==> src/rtl/type_rule_cfg_loader.sv <==
// Assembles a packed lookup rule from a last-delimited 32-bit config stream and
// commits it (or clears a whole stage) through one-hot rule write enables.
module type_rule_cfg_loader #(
    parameter int unsigned STAGE_NUM = 4,
    parameter int unsigned RULE_NUM  = 8,
    parameter int unsigned RULE_W    = 70
) (
    input  logic                          i_clk,
    input  logic                          i_rst,
    input  logic                          i_cfg_valid,
    output logic                          o_cfg_ready,
    input  logic [31:0]                   i_cfg_data,
    input  logic                          i_cfg_last,
    output logic [STAGE_NUM*RULE_NUM-1:0] o_rule_wren,
    output logic [RULE_W-1:0]             o_type_rule,
    output logic                          o_err,
    output logic [15:0]                   o_wr_cnt,
    output logic [15:0]                   o_err_cnt
);

    localparam int unsigned CFG_W         = 32;
    localparam int unsigned PAYLOAD_WORDS = (RULE_W + CFG_W - 1) / CFG_W;
    localparam int unsigned WCNT_W        = $clog2(PAYLOAD_WORDS + 1);
    localparam int unsigned WREN_W        = STAGE_NUM * RULE_NUM;
    localparam int unsigned CNT_W         = 16;
    localparam int unsigned CW_IDX_W      = $clog2(CFG_W);
    localparam int unsigned RW_IDX_W      = $clog2(RULE_W);
    localparam logic [7:0]  OP_WRITE      = 8'h01;
    localparam logic [7:0]  OP_CLEAR      = 8'h02;

    typedef enum logic [1:0] {
        S_HDR     = 2'd0,
        S_PAYLOAD = 2'd1,
        S_COMMIT  = 2'd2,
        S_DRAIN   = 2'd3
    } state_t;

    state_t              state_q, state_d;
    logic [RULE_W-1:0]   shadow_q, shadow_d;
    logic [WCNT_W-1:0]   wcnt_q, wcnt_d;
    logic [7:0]          stage_q, stage_d;
    logic [7:0]          ridx_q, ridx_d;
    logic                clr_q, clr_d;
    logic [WREN_W-1:0]   wren_q, wren_d;
    logic [RULE_W-1:0]   rule_q, rule_d;
    logic                err_q, err_d;
    logic [CNT_W-1:0]    wr_cnt_q, wr_cnt_d;
    logic [CNT_W-1:0]    err_cnt_q, err_cnt_d;
    logic                ready_q, ready_d;

    logic                xfer;
    logic [7:0]          hdr_op, hdr_stage, hdr_rule;
    logic                stage_ok, rule_ok, last_payload;

    assign xfer         = i_cfg_valid & ready_q;
    assign hdr_op       = i_cfg_data[31:24];
    assign hdr_stage    = i_cfg_data[23:16];
    assign hdr_rule     = i_cfg_data[15:8];
    assign stage_ok     = 32'(hdr_stage) < STAGE_NUM;
    assign rule_ok      = 32'(hdr_rule) < RULE_NUM;
    assign last_payload = (wcnt_q == WCNT_W'(PAYLOAD_WORDS - 1));

    // Next-state, shadow assembly and registered-output computation
    always_comb begin
        state_d   = state_q;
        shadow_d  = shadow_q;
        wcnt_d    = wcnt_q;
        stage_d   = stage_q;
        ridx_d    = ridx_q;
        clr_d     = clr_q;
        wren_d    = '0;
        rule_d    = rule_q;
        err_d     = 1'b0;
        wr_cnt_d  = wr_cnt_q;
        err_cnt_d = err_cnt_q;

        unique case (state_q)
            S_HDR: begin
                if (xfer) begin
                    if (hdr_op == OP_WRITE && stage_ok && rule_ok && !i_cfg_last) begin
                        shadow_d = '0;
                        wcnt_d   = '0;
                        stage_d  = hdr_stage;
                        ridx_d   = hdr_rule;
                        clr_d    = 1'b0;
                        state_d  = S_PAYLOAD;
                    end else if (hdr_op == OP_CLEAR && stage_ok && i_cfg_last) begin
                        stage_d = hdr_stage;
                        clr_d   = 1'b1;
                        state_d = S_COMMIT;
                    end else begin
                        err_d   = 1'b1;
                        state_d = i_cfg_last ? S_HDR : S_DRAIN;
                    end
                end
            end
            S_PAYLOAD: begin
                if (xfer) begin
                    // Bits at or above RULE_W in the final word are simply not stored
                    for (int unsigned b = 0; b < RULE_W; b++) begin
                        if (b / CFG_W == 32'(wcnt_q))
                            shadow_d[RW_IDX_W'(b)] = i_cfg_data[CW_IDX_W'(b % CFG_W)];
                    end
                    wcnt_d = wcnt_q + WCNT_W'(1);
                    if (last_payload) begin
                        if (i_cfg_last) begin
                            state_d = S_COMMIT;
                        end else begin
                            err_d   = 1'b1;
                            state_d = S_DRAIN;
                        end
                    end else if (i_cfg_last) begin
                        err_d   = 1'b1;
                        state_d = S_HDR;
                    end
                end
            end
            S_COMMIT: begin
                if (clr_q) begin
                    rule_d = '0;
                    wren_d = WREN_W'({RULE_NUM{1'b1}}) << (32'(stage_q) * RULE_NUM);
                end else begin
                    rule_d = shadow_q;
                    wren_d = WREN_W'(1) << (32'(stage_q) * RULE_NUM + 32'(ridx_q));
                end
                wr_cnt_d = (wr_cnt_q == '1) ? wr_cnt_q : wr_cnt_q + CNT_W'(1);
                state_d  = S_HDR;
            end
            S_DRAIN: begin
                if (xfer && i_cfg_last)
                    state_d = S_HDR;
            end
            default: state_d = S_HDR;
        endcase

        if (err_d)
            err_cnt_d = (err_cnt_q == '1) ? err_cnt_q : err_cnt_q + CNT_W'(1);
    end

    assign ready_d = (state_d != S_COMMIT);

    always_ff @(posedge i_clk or posedge i_rst) begin
        if (i_rst) begin
            state_q   <= S_HDR;
            shadow_q  <= '0;
            wcnt_q    <= '0;
            stage_q   <= '0;
            ridx_q    <= '0;
            clr_q     <= 1'b0;
            wren_q    <= '0;
            rule_q    <= '0;
            err_q     <= 1'b0;
            wr_cnt_q  <= '0;
            err_cnt_q <= '0;
            ready_q   <= 1'b0;
        end else begin
            state_q   <= state_d;
            shadow_q  <= shadow_d;
            wcnt_q    <= wcnt_d;
            stage_q   <= stage_d;
            ridx_q    <= ridx_d;
            clr_q     <= clr_d;
            wren_q    <= wren_d;
            rule_q    <= rule_d;
            err_q     <= err_d;
            wr_cnt_q  <= wr_cnt_d;
            err_cnt_q <= err_cnt_d;
            ready_q   <= ready_d;
        end
    end

    assign o_cfg_ready = ready_q;
    assign o_rule_wren = wren_q;
    assign o_type_rule = rule_q;
    assign o_err       = err_q;
    assign o_wr_cnt    = wr_cnt_q;
    assign o_err_cnt   = err_cnt_q;

endmodule

==> config.mk <==
export PLATFORM = sky130hd
export DESIGN_NAME = type_rule_cfg_loader
export DESIGN_NICKNAME = d
export VERILOG_FILES = /design/src/rtl/type_rule_cfg_loader.sv
export SDC_FILE = /design/constraint.sdc
export NUM_CORES = 1
export LEC_CHECK = 0
export CAP_MARGIN = 5
export CORE_ASPECT_RATIO = 0.6
export CORE_MARGIN = 2
export CORE_UTILIZATION = 52
export CTS_CLUSTER_DIAMETER = 150
export DETAILED_ROUTE_END_ITERATION = 12
export PLACE_DENSITY = 0.8
export REMOVE_ABC_BUFFERS = 1
export SYNTH_ARGS = -nofsm -noshare
export SYNTH_HDL_FRONTEND = slang
export SYNTH_SLANG_ARGS = --single-unit
export TNS_END_PERCENT = 30
==> constraint.sdc <==
create_clock -name i_clk -period 10.4 [get_ports i_clk]
set_clock_uncertainty 0.05 [all_clocks]
set_input_delay 2.08 -clock i_clk [delete_from_list [all_inputs] [get_ports i_clk]]
set_output_delay 2.08 -clock i_clk [all_outputs]
set_load 0.02 [all_outputs]
==> results.yml <==
finish:
  n_antenna_cell: 0
  drive_above_1_share_pct: 5.61
  area_growth_pct: 29.0
  fillers: 1314
  final_core_util_pct: 69.0
  final_cell_area_sq_um: 11900
  fin_nets: 1102
  ff_latch_area_sq_um: 5680
  multi_input_comb_area_sq_um: 3360
floorplan:
  core_area_sq_um: 17300
  die_y_microns: 107
  die_area_sq_um: 18900
  ios: 172
  num_rows: 37
  start_util_pct: 53.5
  die_width_microns: 176
clocking:
  clk_pin_slew_worst_paths_ns: 0.06
  ctsHoldBuffers: 0
  ctsResizeCount: 0
  cts_tree: "built"
  cts_sinks: 227
  cts_buffers: 22
  htree_levels: 1
  cts_setup_buffers: 0
  insertion_delay_ns: 0.51
  root_buffer: "clkbuf_16"
  clk_path_buf_depth: 3
drt:
  viasPerCell: 5.27
  wl_per_cell_microns: 16.1
  first_pass_iters: 5
  route.detailed.drc: 0
  detail_route.iter0.violations: 593
  vias: 6877
  final_antenna_net_count: 0
  wl_microns: 21000
yosys:
  yosys.area.top_type: "dfrtp_1"
  synth_edf_count: 0
  synthCells: 899
  synth_commonest_cells: "dfrtp_1, nand2_1, o21ai_0"
  synth_top_cells_by_area: "dfrtp_1, o21ai_0, nand2_1"
  ys_seq_area_share_pct: 61.5
  syn_area_sq_um: 9240
  yosysMostFrequentCell: "dfrtp_1"
  ys_ff_latch: 227
  ys_warn_count: 0
  ys_types: 46
  avgSynthCellArea_sq_um: 10.3
  async_flop_share_pct: 100
  ys.flop_type: "dfrtp_1"
  synth_top_area_share_pct: 61.5
setup_path:
  crit_path_top_delay_cell: "nor4_4"
  crit_required_ns: 10.72
  cp_cell_sequence: "clkdlybuf4s50_1, nor4_1, nand3_1, nor4_4, a21oi_4, buf_4, nand2_1, o21ai_0"
  slowest_delay_ns: 0.84
  critPathMaxFanout: 34
  endpoint_kind: "flip-flop"
  startpoint_type: "primary input"
  crit_type: "in -> reg"
  crit_arrival_ns: 5.15
  cp_top_family: "simple AND/OR/NAND/NOR gates"
  crit_buf_inv: 2
place:
  place_area_sq_um: 11200
  dpl.hpwl_microns: 14000
  portBuffers: 171
  gp_congestion: 0.791
grt:
  antenna_found_initial: 0
  grt_max_degree: 159
  grt_pass1_wl_microns: 34100
  overflow: 0
  grt_usage_pct: 22.5
  first_global_vias: 6445
run:
  cap_violations: 0
min_path:
  hold_path_class: "reg -> reg"
power:
  p_total_mw: 2.92
  leakage_nw: 5.31
  pwr_density_cell_nw_per_um2: 245
  vdd_drop_max_uv: 174
timing:
  fin_crit_sh_pct: 46.4
  rsz0062_at_grt: "no"
  worstMarginPinSlew_ns: 1.12
  whs_ns: 0.426
  post-route-min-period_ns: 4.83
  max_freq_mhz: 207
  finalHoldViolations: 0
  slew_viol_final: 0
  tns_ns: 0
  setup_viol: 0
  slew_headroom_pct: 25.6
status:
  status: "completed"
[worst min-delay path: stages, from the launching register on]
cell and delay [ns]:
dfrtp_1 0.34, nand2_1 0.05, o21ai_0 0.06
[sequential cells by signal, indices dropped and copies added, names as in the netlist]
name	count
o_err_cnt	16
shadow_q	70
o_cfg_ready	1
o_rule_wren	32
o_wr_cnt	16
o_type_rule	70
o_err	1
clr_q	1
stage_q	8
state_q	2
ridx_q	8
wcnt_q	2
[placed cells by master, fill, tap and decap left out, types with 3 or more instances in the layout]
| master | count |
|---|---|
| a21oi_1 | 3 |
| a22o_1 | 3 |
| and2_1 | 4 |
| and3_1 | 4 |
| and4_1 | 3 |
| buf_4 | 6 |
| clkbuf_1 | 4 |
| clkbuf_16 | 22 |
| clkbuf_8 | 6 |
| clkdlybuf4s50_1 | 171 |
| clkinv_2 | 3 |
| dfrtp_1 | 226 |
| ha_1 | 10 |
| inv_1 | 17 |
| mux2_2 | 5 |
| nand2_1 | 197 |
| nand2b_1 | 64 |
| nand3_1 | 20 |
| nand4_1 | 12 |
| nand4b_1 | 4 |
| nor2_1 | 14 |
| nor2b_1 | 14 |
| nor3_1 | 10 |
| nor4_1 | 7 |
| o21ai_0 | 155 |
| o21ai_1 | 16 |
| o31ai_1 | 7 |
| xnor2_1 | 22 |
| xor2_1 | 10 |
[worst paths after layout]
check / cells after the start / from / slack [ns] / to
max: 8 / i_cfg_data[19] / 5.57 / shadow_q[58]$_DFFE_PP0P_
min: 2 / o_type_rule[31]$_DFFE_PP0P_ / 0.43 / o_type_rule[31]$_DFFE_PP0P_
max reg2reg: 5 / state_q[0]$_DFF_PP0_ / 7.55 / o_err_cnt[13]$_DFFE_PP0P_
min reg2reg: 2 / o_type_rule[31]$_DFFE_PP0P_ / 0.43 / o_type_rule[31]$_DFFE_PP0P_
max in group asynchronous: 3 / i_rst / 6.58 / clr_q$_DFFE_PP0P_
min in group asynchronous: 2 / i_rst / 2.17 / o_err_cnt[1]$_DFFE_PP0P_
[stage by stage]
| stage | worst slack (ns) | cells |
|---|---|---|
| finish | 5.57 | 1304 |
| global route | 5.35 | 1304 |
| CTS | 5.58 | 1304 |
| detailed placement | 5.07 | 1265 |
| global placement | 5.16 | 1265 |
| floorplan | 2.05 | 854 |
[layout make-up]
cell class                 instances  area share [%]
clock buffer                      32            5.44
clock inverter                     7           0.840
inverter                          18           0.630
multi-input combinational        609            28.2
sequential                       227            47.7
tap                              234            2.46
timing repair buffer             177            14.7
[kinds of logic (layout without fill, tap and decap cells)]
logic type                 after synthesis  count (layout)  synth area share (%)
AOI/OAI and AO/OA                      194             194                  11.2
DFF                                    227             227                  61.5
muxes                                    6               6                 0.718
xor gates and xnor gates                32              32                  3.03
and+or+nand+nor                        366             366                  19.3
adders and majority gates               11              11                  1.57
buffers and inverters                   63             234                  2.66
[routing by layer]
layer	up-vias	global-route usage, %	share of wire, %
met5	-	0	0
met1	3318	36.9	51
met4	0	3.48	1.1
met3	25	4.18	6.5
met2	213	31.5	41
li1	3321	-	-
[report_power, final]
part / switching [mW] / internal, mW
Clock: 0.330 / 0.484
Sequential: 0.152 / 1.11
Combinational: 0.482 / 0.358
Total: 0.964 / 1.96
Note: power is estimated with default switching activity, not from simulation.
